## src/rtl/l2_trace_pkg.sv

```systemverilog
// rtl/l2_trace_pkg.sv - shared types and command codes for the trace command dispatcher
//
// Purpose: L2 request opcodes, trace command code constants, dispatcher FSM
//          states and a small command-classification helper.
// Ports:   none (package).

package l2_trace_pkg;

  typedef enum logic [2:0] {
    OP_DR = 3'd0,
    OP_DW = 3'd1,
    OP_IR = 3'd2,
    OP_SI = 3'd3,
    OP_SR = 3'd4,
    OP_SW = 3'd5,
    OP_SM = 3'd6
  } l2_op_e;

  localparam logic [3:0] CMD_DR    = 4'd0;
  localparam logic [3:0] CMD_DW    = 4'd1;
  localparam logic [3:0] CMD_IR    = 4'd2;
  localparam logic [3:0] CMD_SI    = 4'd3;
  localparam logic [3:0] CMD_SR    = 4'd4;
  localparam logic [3:0] CMD_SW    = 4'd5;
  localparam logic [3:0] CMD_SM    = 4'd6;
  localparam logic [3:0] CMD_CLEAR = 4'd8;
  localparam logic [3:0] CMD_PRINT = 4'd9;

  typedef enum logic [1:0] {
    ST_IDLE       = 2'd0,
    ST_ISSUE      = 2'd1,
    ST_PRINT_WAIT = 2'd2
  } dispatch_state_e;

  // Codes 0..6 map one-to-one onto l2_op_e.
  function automatic logic is_req_cmd(input logic [3:0] cmd);
    return (cmd <= CMD_SM);
  endfunction

endpackage

```

## src/rtl/trace_cmd_fifo.sv

```systemverilog
// rtl/trace_cmd_fifo.sv - synchronous FIFO buffering parsed trace records
//
// Purpose: DEPTH-entry FIFO with an extra pointer bit so full/empty are
//          distinguished without a separate counter register.
// Ports:
//   clk, rst_n    clock, asynchronous active-low reset (pointers only)
//   i_push        write i_push_data (ignored when full)
//   i_pop         drop the head entry (ignored when empty)
//   i_push_data   record to store
//   o_full        DEPTH entries held
//   o_empty       no entries held
//   o_head        oldest entry (valid when !o_empty)
//   o_count       number of entries held

module trace_cmd_fifo #(
  parameter int DW    = 36,
  parameter int DEPTH = 4,
  parameter int AW    = $clog2(DEPTH)
) (
  input  logic          clk,
  input  logic          rst_n,
  input  logic          i_push,
  input  logic          i_pop,
  input  logic [DW-1:0] i_push_data,
  output logic          o_full,
  output logic          o_empty,
  output logic [DW-1:0] o_head,
  output logic [AW:0]   o_count
);

  logic [DW-1:0] r_mem [DEPTH];
  logic [AW:0]   r_wr_ptr;
  logic [AW:0]   r_rd_ptr;
  logic          w_do_push;
  logic          w_do_pop;

  assign o_empty   = (r_wr_ptr == r_rd_ptr);
  // Same slot, opposite lap bit: writer is a full lap ahead.
  assign o_full    = (r_wr_ptr[AW] != r_rd_ptr[AW]) &&
                     (r_wr_ptr[AW-1:0] == r_rd_ptr[AW-1:0]);
  assign o_count   = r_wr_ptr - r_rd_ptr;
  assign o_head    = r_mem[r_rd_ptr[AW-1:0]];
  assign w_do_push = i_push && !o_full;
  assign w_do_pop  = i_pop && !o_empty;

  // Storage needs no reset; only the pointers define what is valid.
  always_ff @(posedge clk) begin
    if (w_do_push) begin
      r_mem[r_wr_ptr[AW-1:0]] <= i_push_data;
    end
  end

  always_ff @(posedge clk or negedge rst_n) begin
    if (!rst_n) begin
      r_wr_ptr <= '0;
      r_rd_ptr <= '0;
    end else begin
      if (w_do_push) r_wr_ptr <= r_wr_ptr + 1'b1;
      if (w_do_pop)  r_rd_ptr <= r_rd_ptr + 1'b1;
    end
  end

endmodule

```

## src/rtl/trace_cmd_dispatch.sv

```systemverilog
// rtl/trace_cmd_dispatch.sv - decodes buffered trace records into L2 requests, clear and print
//
// Purpose: buffers trace records in trace_cmd_fifo and dispatches them in
//          order: codes 0-6 become L2 requests (address split into
//          tag/index/offset), 8 a one-cycle clear pulse, 9 a print
//          request/done handshake, anything else is dropped and flagged.
//          Optional statistics counters are built when the macro
//          TRACE_DISPATCH_STATS_EN is defined.
// Ports:
//   clk, rst_n                 clock, asynchronous active-low reset
//   in_valid/in_ready          trace record handshake; in_ready = !full
//   in_cmd, in_addr            trace command code and address
//   req_valid/req_ready        L2 request handshake
//   req_op/tag/index/offset    L2 request payload
//   clear_pulse                one-cycle cache clear
//   print_req/print_done       cache dump handshake
//   err_illegal                one-cycle pulse per dropped record
//   busy                       FIFO non-empty or FSM not idle
//   stat_*                     saturating counters (TRACE_DISPATCH_STATS_EN only)

module trace_cmd_dispatch
  import l2_trace_pkg::*;
#(
  parameter int ADDR_W   = 32,
  parameter int OFFSET_W = 6,
  parameter int INDEX_W  = 14,
  parameter int DEPTH    = 4,
  parameter int CNT_W    = 32
) (
  input  logic                           clk,
  input  logic                           rst_n,
  input  logic                           in_valid,
  output logic                           in_ready,
  input  logic [3:0]                     in_cmd,
  input  logic [ADDR_W-1:0]              in_addr,
  output logic                           req_valid,
  input  logic                           req_ready,
  output logic [2:0]                     req_op,
  output logic [ADDR_W-INDEX_W-OFFSET_W-1:0] req_tag,
  output logic [INDEX_W-1:0]             req_index,
  output logic [OFFSET_W-1:0]            req_offset,
  output logic                           clear_pulse,
  output logic                           print_req,
  input  logic                           print_done,
  output logic                           err_illegal,
  output logic                           busy
`ifdef TRACE_DISPATCH_STATS_EN
  ,
  output logic [CNT_W-1:0]               stat_reads,
  output logic [CNT_W-1:0]               stat_writes,
  output logic [CNT_W-1:0]               stat_fetches,
  output logic [CNT_W-1:0]               stat_snoops,
  output logic [CNT_W-1:0]               stat_illegal
`endif
);

  localparam int TAG_W = ADDR_W - INDEX_W - OFFSET_W;
  localparam int REC_W = 4 + ADDR_W;
  localparam int AW    = $clog2(DEPTH);

  logic              w_full;
  logic              w_empty;
  logic [REC_W-1:0]  w_head;
  logic [AW:0]       w_count;
  logic [AW:0]       w_cnt_nxt;
  logic              w_push;
  logic              w_pop;
  logic              w_fifo_ne_nxt;
  logic [3:0]        w_head_cmd;
  logic [ADDR_W-1:0] w_head_addr;
  logic              w_head_req;
  logic              w_head_clear;
  logic              w_head_print;

  dispatch_state_e   r_state;
  logic              r_req_valid;
  l2_op_e            r_req_op;
  logic [TAG_W-1:0]  r_req_tag;
  logic [INDEX_W-1:0]  r_req_index;
  logic [OFFSET_W-1:0] r_req_offset;
  logic              r_clear;
  logic              r_print;
  logic              r_err;
  logic              r_busy;

  assign in_ready = !w_full;
  assign w_push   = in_valid && !w_full;

  trace_cmd_fifo #(
    .DW    (REC_W),
    .DEPTH (DEPTH),
    .AW    (AW)
  ) u_fifo (
    .clk         (clk),
    .rst_n       (rst_n),
    .i_push      (w_push),
    .i_pop       (w_pop),
    .i_push_data ({in_cmd, in_addr}),
    .o_full      (w_full),
    .o_empty     (w_empty),
    .o_head      (w_head),
    .o_count     (w_count)
  );

  assign w_head_cmd   = w_head[REC_W-1 -: 4];
  assign w_head_addr  = w_head[ADDR_W-1:0];
  assign w_head_req   = is_req_cmd(w_head_cmd);
  assign w_head_clear = (w_head_cmd == CMD_CLEAR);
  assign w_head_print = (w_head_cmd == CMD_PRINT);

  // IDLE consumes any head record; ISSUE only chains the next request
  // on a handshake, so non-request codes wait until after it.
  always_comb begin
    w_pop = 1'b0;
    case (r_state)
      ST_IDLE:  w_pop = !w_empty;
      ST_ISSUE: w_pop = req_ready && !w_empty && w_head_req;
      default:  w_pop = 1'b0;
    endcase
  end

  // busy is registered, so it is computed from next-cycle occupancy.
  assign w_cnt_nxt     = w_count + {{AW{1'b0}}, w_push} - {{AW{1'b0}}, w_pop};
  assign w_fifo_ne_nxt = (w_cnt_nxt != '0);

  always_ff @(posedge clk or negedge rst_n) begin
    if (!rst_n) begin
      r_state      <= ST_IDLE;
      r_req_valid  <= 1'b0;
      r_req_op     <= OP_DR;
      r_req_tag    <= '0;
      r_req_index  <= '0;
      r_req_offset <= '0;
      r_clear      <= 1'b0;
      r_print      <= 1'b0;
      r_err        <= 1'b0;
      r_busy       <= 1'b0;
    end else begin
      r_clear <= 1'b0;
      r_err   <= 1'b0;
      case (r_state)
        ST_IDLE: begin
          if (!w_empty) begin
            if (w_head_req) begin
              r_req_op     <= l2_op_e'(w_head_cmd[2:0]);
              r_req_tag    <= w_head_addr[ADDR_W-1 -: TAG_W];
              r_req_index  <= w_head_addr[OFFSET_W +: INDEX_W];
              r_req_offset <= w_head_addr[OFFSET_W-1:0];
              r_req_valid  <= 1'b1;
              r_state      <= ST_ISSUE;
              r_busy       <= 1'b1;
            end else if (w_head_clear) begin
              r_clear <= 1'b1;
              r_busy  <= w_fifo_ne_nxt;
            end else if (w_head_print) begin
              r_print <= 1'b1;
              r_state <= ST_PRINT_WAIT;
              r_busy  <= 1'b1;
            end else begin
              r_err  <= 1'b1;
              r_busy <= w_fifo_ne_nxt;
            end
          end else begin
            r_busy <= w_fifo_ne_nxt;
          end
        end
        ST_ISSUE: begin
          if (req_ready) begin
            if (w_pop) begin
              r_req_op     <= l2_op_e'(w_head_cmd[2:0]);
              r_req_tag    <= w_head_addr[ADDR_W-1 -: TAG_W];
              r_req_index  <= w_head_addr[OFFSET_W +: INDEX_W];
              r_req_offset <= w_head_addr[OFFSET_W-1:0];
              r_busy       <= 1'b1;
            end else begin
              r_req_valid <= 1'b0;
              r_state     <= ST_IDLE;
              r_busy      <= w_fifo_ne_nxt;
            end
          end else begin
            r_busy <= 1'b1;
          end
        end
        ST_PRINT_WAIT: begin
          if (print_done) begin
            r_print <= 1'b0;
            r_state <= ST_IDLE;
            r_busy  <= w_fifo_ne_nxt;
          end else begin
            r_busy <= 1'b1;
          end
        end
        default: begin
          r_state     <= ST_IDLE;
          r_req_valid <= 1'b0;
          r_print     <= 1'b0;
          r_busy      <= w_fifo_ne_nxt;
        end
      endcase
    end
  end

  assign req_valid   = r_req_valid;
  assign req_op      = r_req_op;
  assign req_tag     = r_req_tag;
  assign req_index   = r_req_index;
  assign req_offset  = r_req_offset;
  assign clear_pulse = r_clear;
  assign print_req   = r_print;
  assign err_illegal = r_err;
  assign busy        = r_busy;

`ifdef TRACE_DISPATCH_STATS_EN
  logic [CNT_W-1:0] r_stat_reads;
  logic [CNT_W-1:0] r_stat_writes;
  logic [CNT_W-1:0] r_stat_fetches;
  logic [CNT_W-1:0] r_stat_snoops;
  logic [CNT_W-1:0] r_stat_illegal;
  logic             w_hs;
  logic             w_drop;

  assign w_hs   = r_req_valid && req_ready;
  assign w_drop = (r_state == ST_IDLE) && !w_empty && !w_head_req &&
                  !w_head_clear && !w_head_print;

  always_ff @(posedge clk or negedge rst_n) begin
    if (!rst_n) begin
      r_stat_reads   <= '0;
      r_stat_writes  <= '0;
      r_stat_fetches <= '0;
      r_stat_snoops  <= '0;
      r_stat_illegal <= '0;
    end else begin
      if (w_hs) begin
        case (r_req_op)
          OP_DR:   if (r_stat_reads   != '1) r_stat_reads   <= r_stat_reads   + 1'b1;
          OP_DW:   if (r_stat_writes  != '1) r_stat_writes  <= r_stat_writes  + 1'b1;
          OP_IR:   if (r_stat_fetches != '1) r_stat_fetches <= r_stat_fetches + 1'b1;
          default: if (r_stat_snoops  != '1) r_stat_snoops  <= r_stat_snoops  + 1'b1;
        endcase
      end
      if (w_drop && (r_stat_illegal != '1)) begin
        r_stat_illegal <= r_stat_illegal + 1'b1;
      end
    end
  end

  assign stat_reads   = r_stat_reads;
  assign stat_writes  = r_stat_writes;
  assign stat_fetches = r_stat_fetches;
  assign stat_snoops  = r_stat_snoops;
  assign stat_illegal = r_stat_illegal;
`endif

endmodule

```

## config.mk

```make
export PLATFORM = sky130hd
export DESIGN_NAME = trace_cmd_dispatch
export DESIGN_NICKNAME = d
export VERILOG_FILES = /design/src/rtl/l2_trace_pkg.sv /design/src/rtl/trace_cmd_fifo.sv /design/src/rtl/trace_cmd_dispatch.sv
export SDC_FILE = /design/constraint.sdc
export NUM_CORES = 1
export LEC_CHECK = 0
export BUFFER_PORTS_ARGS = -buffer_cell sky130_fd_sc_hd__buf_2
export CAP_MARGIN = 5
export CORE_ASPECT_RATIO = 0.5
export CORE_MARGIN = 3
export CORE_UTILIZATION = 58
export DETAILED_ROUTE_END_ITERATION = 7
export PLACE_DENSITY = 0.79
export SLEW_MARGIN = 15
export SYNTH_ARGS = -nofsm -noshare
export SYNTH_HDL_FRONTEND = slang
export SYNTH_SLANG_ARGS = --single-unit
export TNS_END_PERCENT = 10
```

## constraint.sdc

```tcl
create_clock -name clk -period 3.9 [get_ports clk]
set_clock_uncertainty 0.05 [all_clocks]
set_input_delay 0.585 -clock clk [delete_from_list [all_inputs] [get_ports clk]]
set_output_delay 0.585 -clock clk [all_outputs]
set_load 0.005 [all_outputs]
```

# After elaboration in Yosys (flattened, before gate mapping)
# Memory sizes are Yosys's and may differ from the RTL's.
# Cells that the tools add are included.
# word_totals
elab_cells	113
out_inout_bits	41
mem_count	1
input_bits	41
ram_bits	144
ff_bits	48
# memory_table
name	depth	word_bits	rd	rd_clocked_by_memory_dff	write_ports	line_no	rtl
u_fifo.r_mem	4	36	1	0	1	trace_cmd_fifo.sv:31	logic [DW-1:0] r_mem [DEPTH];
# op_classes
add_sub_neg	5
n_reduce_logical	15
bitwise	2
mux	59
magnitude_cmp	1
n_eq_ne	18
# op_table
cell	count
$mux W14	4
$mux W12	4
$pmux W14 S2	1
$mux W1	27
$mux W6	4
$pmux W12 S2	1
$ne A2 B2 Y1 const B	8
$mux W2	7
$mux W3	4
$pmux W6 S2	1
$reduce_and A6 Y1	2
$reduce_and A5 Y1	2
$pmux W1 S3	3
$eq A4 B4 Y1 const B	2
$add A3 B1 Y3 const B	2
$logic_and A1 B1 Y1	6
$ne A3 B3 Y1 const B	2
$pmux W2 S3	1
$pmux W3 S2	1
$le A4 B3 Y1 const B	1
$add A3 B1 Y3	1
$eq A3 B3 Y1	1
$reduce_bool A3 Y1	1
$sub A3 B1 Y3	1
other kinds (11)	13

# Depth between registers and ports, before layout
# depth
ltp_word	12
ltp_mapped	14
depth_no_buf	12

# By module
# From an unflattened synthesis, not the netlist that was laid out.
# hier_totals
cells_unflattened	357
area_unflattened_um2	7427.1
# by_module_without_submodules
module	instances	area_each_um2	cells_per_inst
trace_cmd_fifo	1	5656.7	233
trace_cmd_dispatch	1	1770.4	124

# Worst setup path after synthesis
# Ideal clock, no wire load.
# synth_path
path_type	register to register
start	reg u_fifo.r_rd_ptr[0]
end	reg r_busy, in the netlist busy
period_less_slack_ns	3.374
t_arrival_ns	3.184
path_slack_ns	0.526
n_path_buf	2
setup_ns	0.140
t_required_ns	3.710
stages_incl_launch_ff	15
cell_sequence	dfrtp_1 -> buf_2 -> buf_2 -> and4b_1 -> a221oi_1 -> a211o_1 -> inv_1 -> fa_1 -> fa_1 -> inv_1 -> ha_1 -> xnor2_1 -> xnor2_1 -> nor4_1 -> nand4_1
# synth_between
elab_chain_cells	12
word_cells_on_any_way	25
classes_between	add/sub: 3; order compare: 1; eq/ne: 4; mux: 9; reduce/logical: 7; memory: 1
# synth_rtl
element	line_no	rtl
from (decl)	trace_cmd_fifo.sv:33	logic [AW:0] r_rd_ptr;
from (signal assigned)	trace_cmd_fifo.sv:59	if (w_do_pop) r_rd_ptr <= r_rd_ptr + 1'b1;
parallel branches: the longest is 11 deep, another holds $mem_v2 Z4 W36	-	
$pmux W1 S3 *	trace_cmd_dispatch.sv:141	case (r_state)
to (signal assigned)	trace_cmd_dispatch.sv:154	r_busy <= w_fifo_ne_nxt;
to (signal assigned)	trace_cmd_dispatch.sv:161	r_busy <= w_fifo_ne_nxt;
to (signal assigned)	trace_cmd_dispatch.sv:164	r_busy <= w_fifo_ne_nxt;
to (decl)	trace_cmd_dispatch.sv:84	logic r_busy;
# Mark *: on every way between the ends.
# A chain may end at the register's enable or synchronous reset.

# Worst setup path after layout
# Same ends and word-level chain as after synthesis.

==> parameters.txt <==
Parameter                              Value

Final layout
  Area growth from synthesis to layout ... 16.6%
  Cell area after layout ... 0.00860 mm2
  FF+latch area ... 0.00553 mm2
  Nets@finish ... 506
  Most common cell after layout, fill and taps aside ... edfxtp_1
  Filler-free cell count of the finished design ... 634
  Total area of multi-input combinational cells ... 0.00176 mm2
  Share of cells above drive strength 1 ... 38.2%
  # diodes ... 0
  Commonest cells after routing, fill and taps aside ... edfxtp_1 (144), buf_2 (81), dfrtp_1 (46)
  Fill cells ... 721

Die
  Area inside the core boundary ... 0.0121 mm2
  Die Width ... 165 um
  Ports placed on the boundary ... 82
  Initial Util ... 60.8%
  Die Height ... 85.7 um
  Die Footprint ... 0.0142 mm2
  Num rows ... 28

Synth
  Synthesis warning total ... 0
  EDFF count, synth ... 144
  Number of standard cells after synthesis ... 356
  Post-synth net total ... 406
  Number of register bits inferred by synthesis ... 192
  Number of different library cells in the post-synthesis netlist ... 38
  Per-instance average area after synthesis ... 20.7 um2
  Primary flip-flop cell chosen by synthesis mapping ... edfxtp_1
  Post-synthesis cell area ... 0.00738 mm2
  Proportion of synthesized chip area in sequential cells ... 74.9%
  Share of flip-flops with an asynchronous set or reset ... 25.0%

Job
  Count of maximum capacitance violations ... 0

Clock network
  Clock tree from TritonCTS ... yes
  Clock root buffer master ... clkbuf_16
  Count of cells resized by post-cts repair ... 0
  H-Tree Level Count ... 4
  TritonCTS buffer count ... 17
  Post-cts hold buffer count ... 0
  Clock-pin slew reported for the worst setup and hold paths after clock tree synthesis ... 0.07 ns
  Latest clock arrival within the worst-skew pair ... 0.42 ns
  Number of buffers on the longest clock path ... 2
  Total setup buffers inserted after CTS ... 0
  Clock sinks ... 192

STA
  Highest clock frequency the design can meet ... 272 MHz
  Post-route fraction of the period consumed by the critical path ... 94.1%
  Final critical path time including I/O delays and setup ... 3.67 ns
  Number of failing hold endpoints at the final stage ... 0
  Worst slew margin relative to its limit ... 46.7%
  Slew at the pin with the worst max-slew slack ... 0.799 ns
  Setup repair after global routing missed its margin ... no
  Final count of negative-setup-slack endpoints ... 0
  Number of max-slew violations in the final report ... 0
  Setup TNS after final layout ... 0 ns

GRT
  Pin count of the biggest net entering global routing ... 30
  First-pass GRT wire length ... 22.3 mm
  Initial antenna violation count ... 0
  Global route total overflow ... 0
  Vias in the first global route ... 4,077
  Total track usage ... 21.5%

Route
  Starting DRT DRC Count ... 224
  DRC ... 0
  Routed length per instance ... 22.3 um
  Via density ... 5.86
  Count of nets left with antenna violations after detail routing ... 0
  Total via count in the routed design ... 3,717
  Total iterations of the first detailed-routing run ... 7
  DRT Wirelength ... 14.2 mm

Place
  Number of instances in the placed design ... 602
  Cell area after placement ... 0.00803 mm2
  IO Port Bufs ... 81
  Placer's final routability congestion estimate ... 0.835
  HPWL after detailed placement ... 8.84 mm

Setup path
  Kind of capture point of the worst setup path ... flip-flop
  Crit Path Max Fanout ... 10
  Required time at the endpoint of the critical path ... 4.13 ns
  Worst setup path class ... flip-flop to flip-flop
  Endpoint arrival time on the critical path ... 3.90 ns
  Sort of element at the start of the critical path ... flip-flop

Power and ir drop
  Leakage power ... 3.18 nW
  Power consumption ... 7.33 mW
  Pwr per Cell Area ... 853 mW/mm2
  Maximum vdd ir drop ... 370 uV

Outcome
  Result of the run ... finished, final reports clean

Worst hold path
  Class of the tightest hold or removal check ... input port to async pin
[flip-flops by register name, summed over array words and instances (netlist names)]
register and count:
u_fifo.r_mem 144, req_index 14, req_tag 12, req_offset 6
req_op 3, u_fifo.r_rd_ptr 3, u_fifo.r_wr_ptr 3, r_state 2
busy 1, clear_pulse 1, err_illegal 1, print_req 1
req_valid 1
[cell families after synthesis]
family | synth area share (%)
multiplexers | 16.7
adder cells (fa/ha/maj) | 1.73
XOR/XNOR | 1.19
buffers and inverters | 1.27
AND/OR/NAND/NOR | 2.82
flip-flops | 74.9
AO/OA/AOI/OAI | 1.34
[layout make-up]
type	count	area share (%)
Multi-Input combinational cell	143	20.5
Timing Repair Buffer	95	5.94
Clock buffer	18	4.99
Sequential cell	192	64.3
Tap cell	165	2.40
Inverter	7	0.306
Clock inverter	14	1.54
[cell usage after synthesis (4+ instances only)]
master    number  area [um2]
nor2_1         6        22.5
clkbuf_1       5        18.8
mux4_2        35         788
dfrtp_1       48        1200
ha_1           7        87.6
mux2_2        11         124
nand2_1        5        18.8
nand3_1        6        30.0
xnor2_1        7        61.3
inv_1          7        26.3
and2_1         5        31.3
mux2_1        26         293
o21ai_0        4        20.0
edfxtp_1     144        4320
[power breakdown]
part	switching (mW)	leakage, nW	internal [mW]	total (mW)
clock network	0.767	0.263	0.890	1.66
logic	1.30	1.03	1.23	2.53
registers	0.291	1.89	2.85	3.14
total	2.36	3.18	4.98	7.33
[layer usage]
layer | GRT usage [%] | wire (um)
met2 | 36.7 | 7470
met5 | 0 | 0
met3 | 6.51 | 851
met4 | 5.81 | 208
met1 | 27.5 | 5630
[stage by stage]
| stage | hold slack, ns | setup WS, ns | util [%] |
|---|---|---|---|
| floorplan | 0.239 | 0.526 | - |
| global placement | 0.412 | 0.454 | 66.3 |
| detailed placement | 0.419 | 0.280 | 66.3 |
| CTS | 0.0867 | 0.173 | 70.9 |
| global route | 0.101 | 0.0223 | 70.9 |
| finish | 0.0848 | 0.228 | 70.9 |
[critical path, cell delays in order (launching register included)]
cell     delay [ns]
dfrtp_2        0.51
mux4_2         0.43
and3_1         0.32
a211o_1        0.25
inv_1          0.09
fa_1           0.48
fa_1           0.55
inv_1          0.05
ha_1           0.21
xnor2_1        0.14
xnor2_1        0.12
nor4_1         0.20
nand4_1        0.11
[worst paths after layout]
kind,from,depth (start not counted),to,slack [ns]
max,u_fifo.r_rd_ptr[0],12,busy,0.23
min reg2reg,req_tag[0],1,req_tag[0],0.43
max in group asynchronous,rst_n,2,u_fifo.r_rd_ptr[1],2.85
min in group clk,in_addr[19],1,u_fifo.r_mem[3][19],0.32
max reg2reg,u_fifo.r_rd_ptr[0],12,busy,0.23
min,rst_n,1,req_index[9],0.08
No activity file was read; power rests on OpenSTA's default activity.
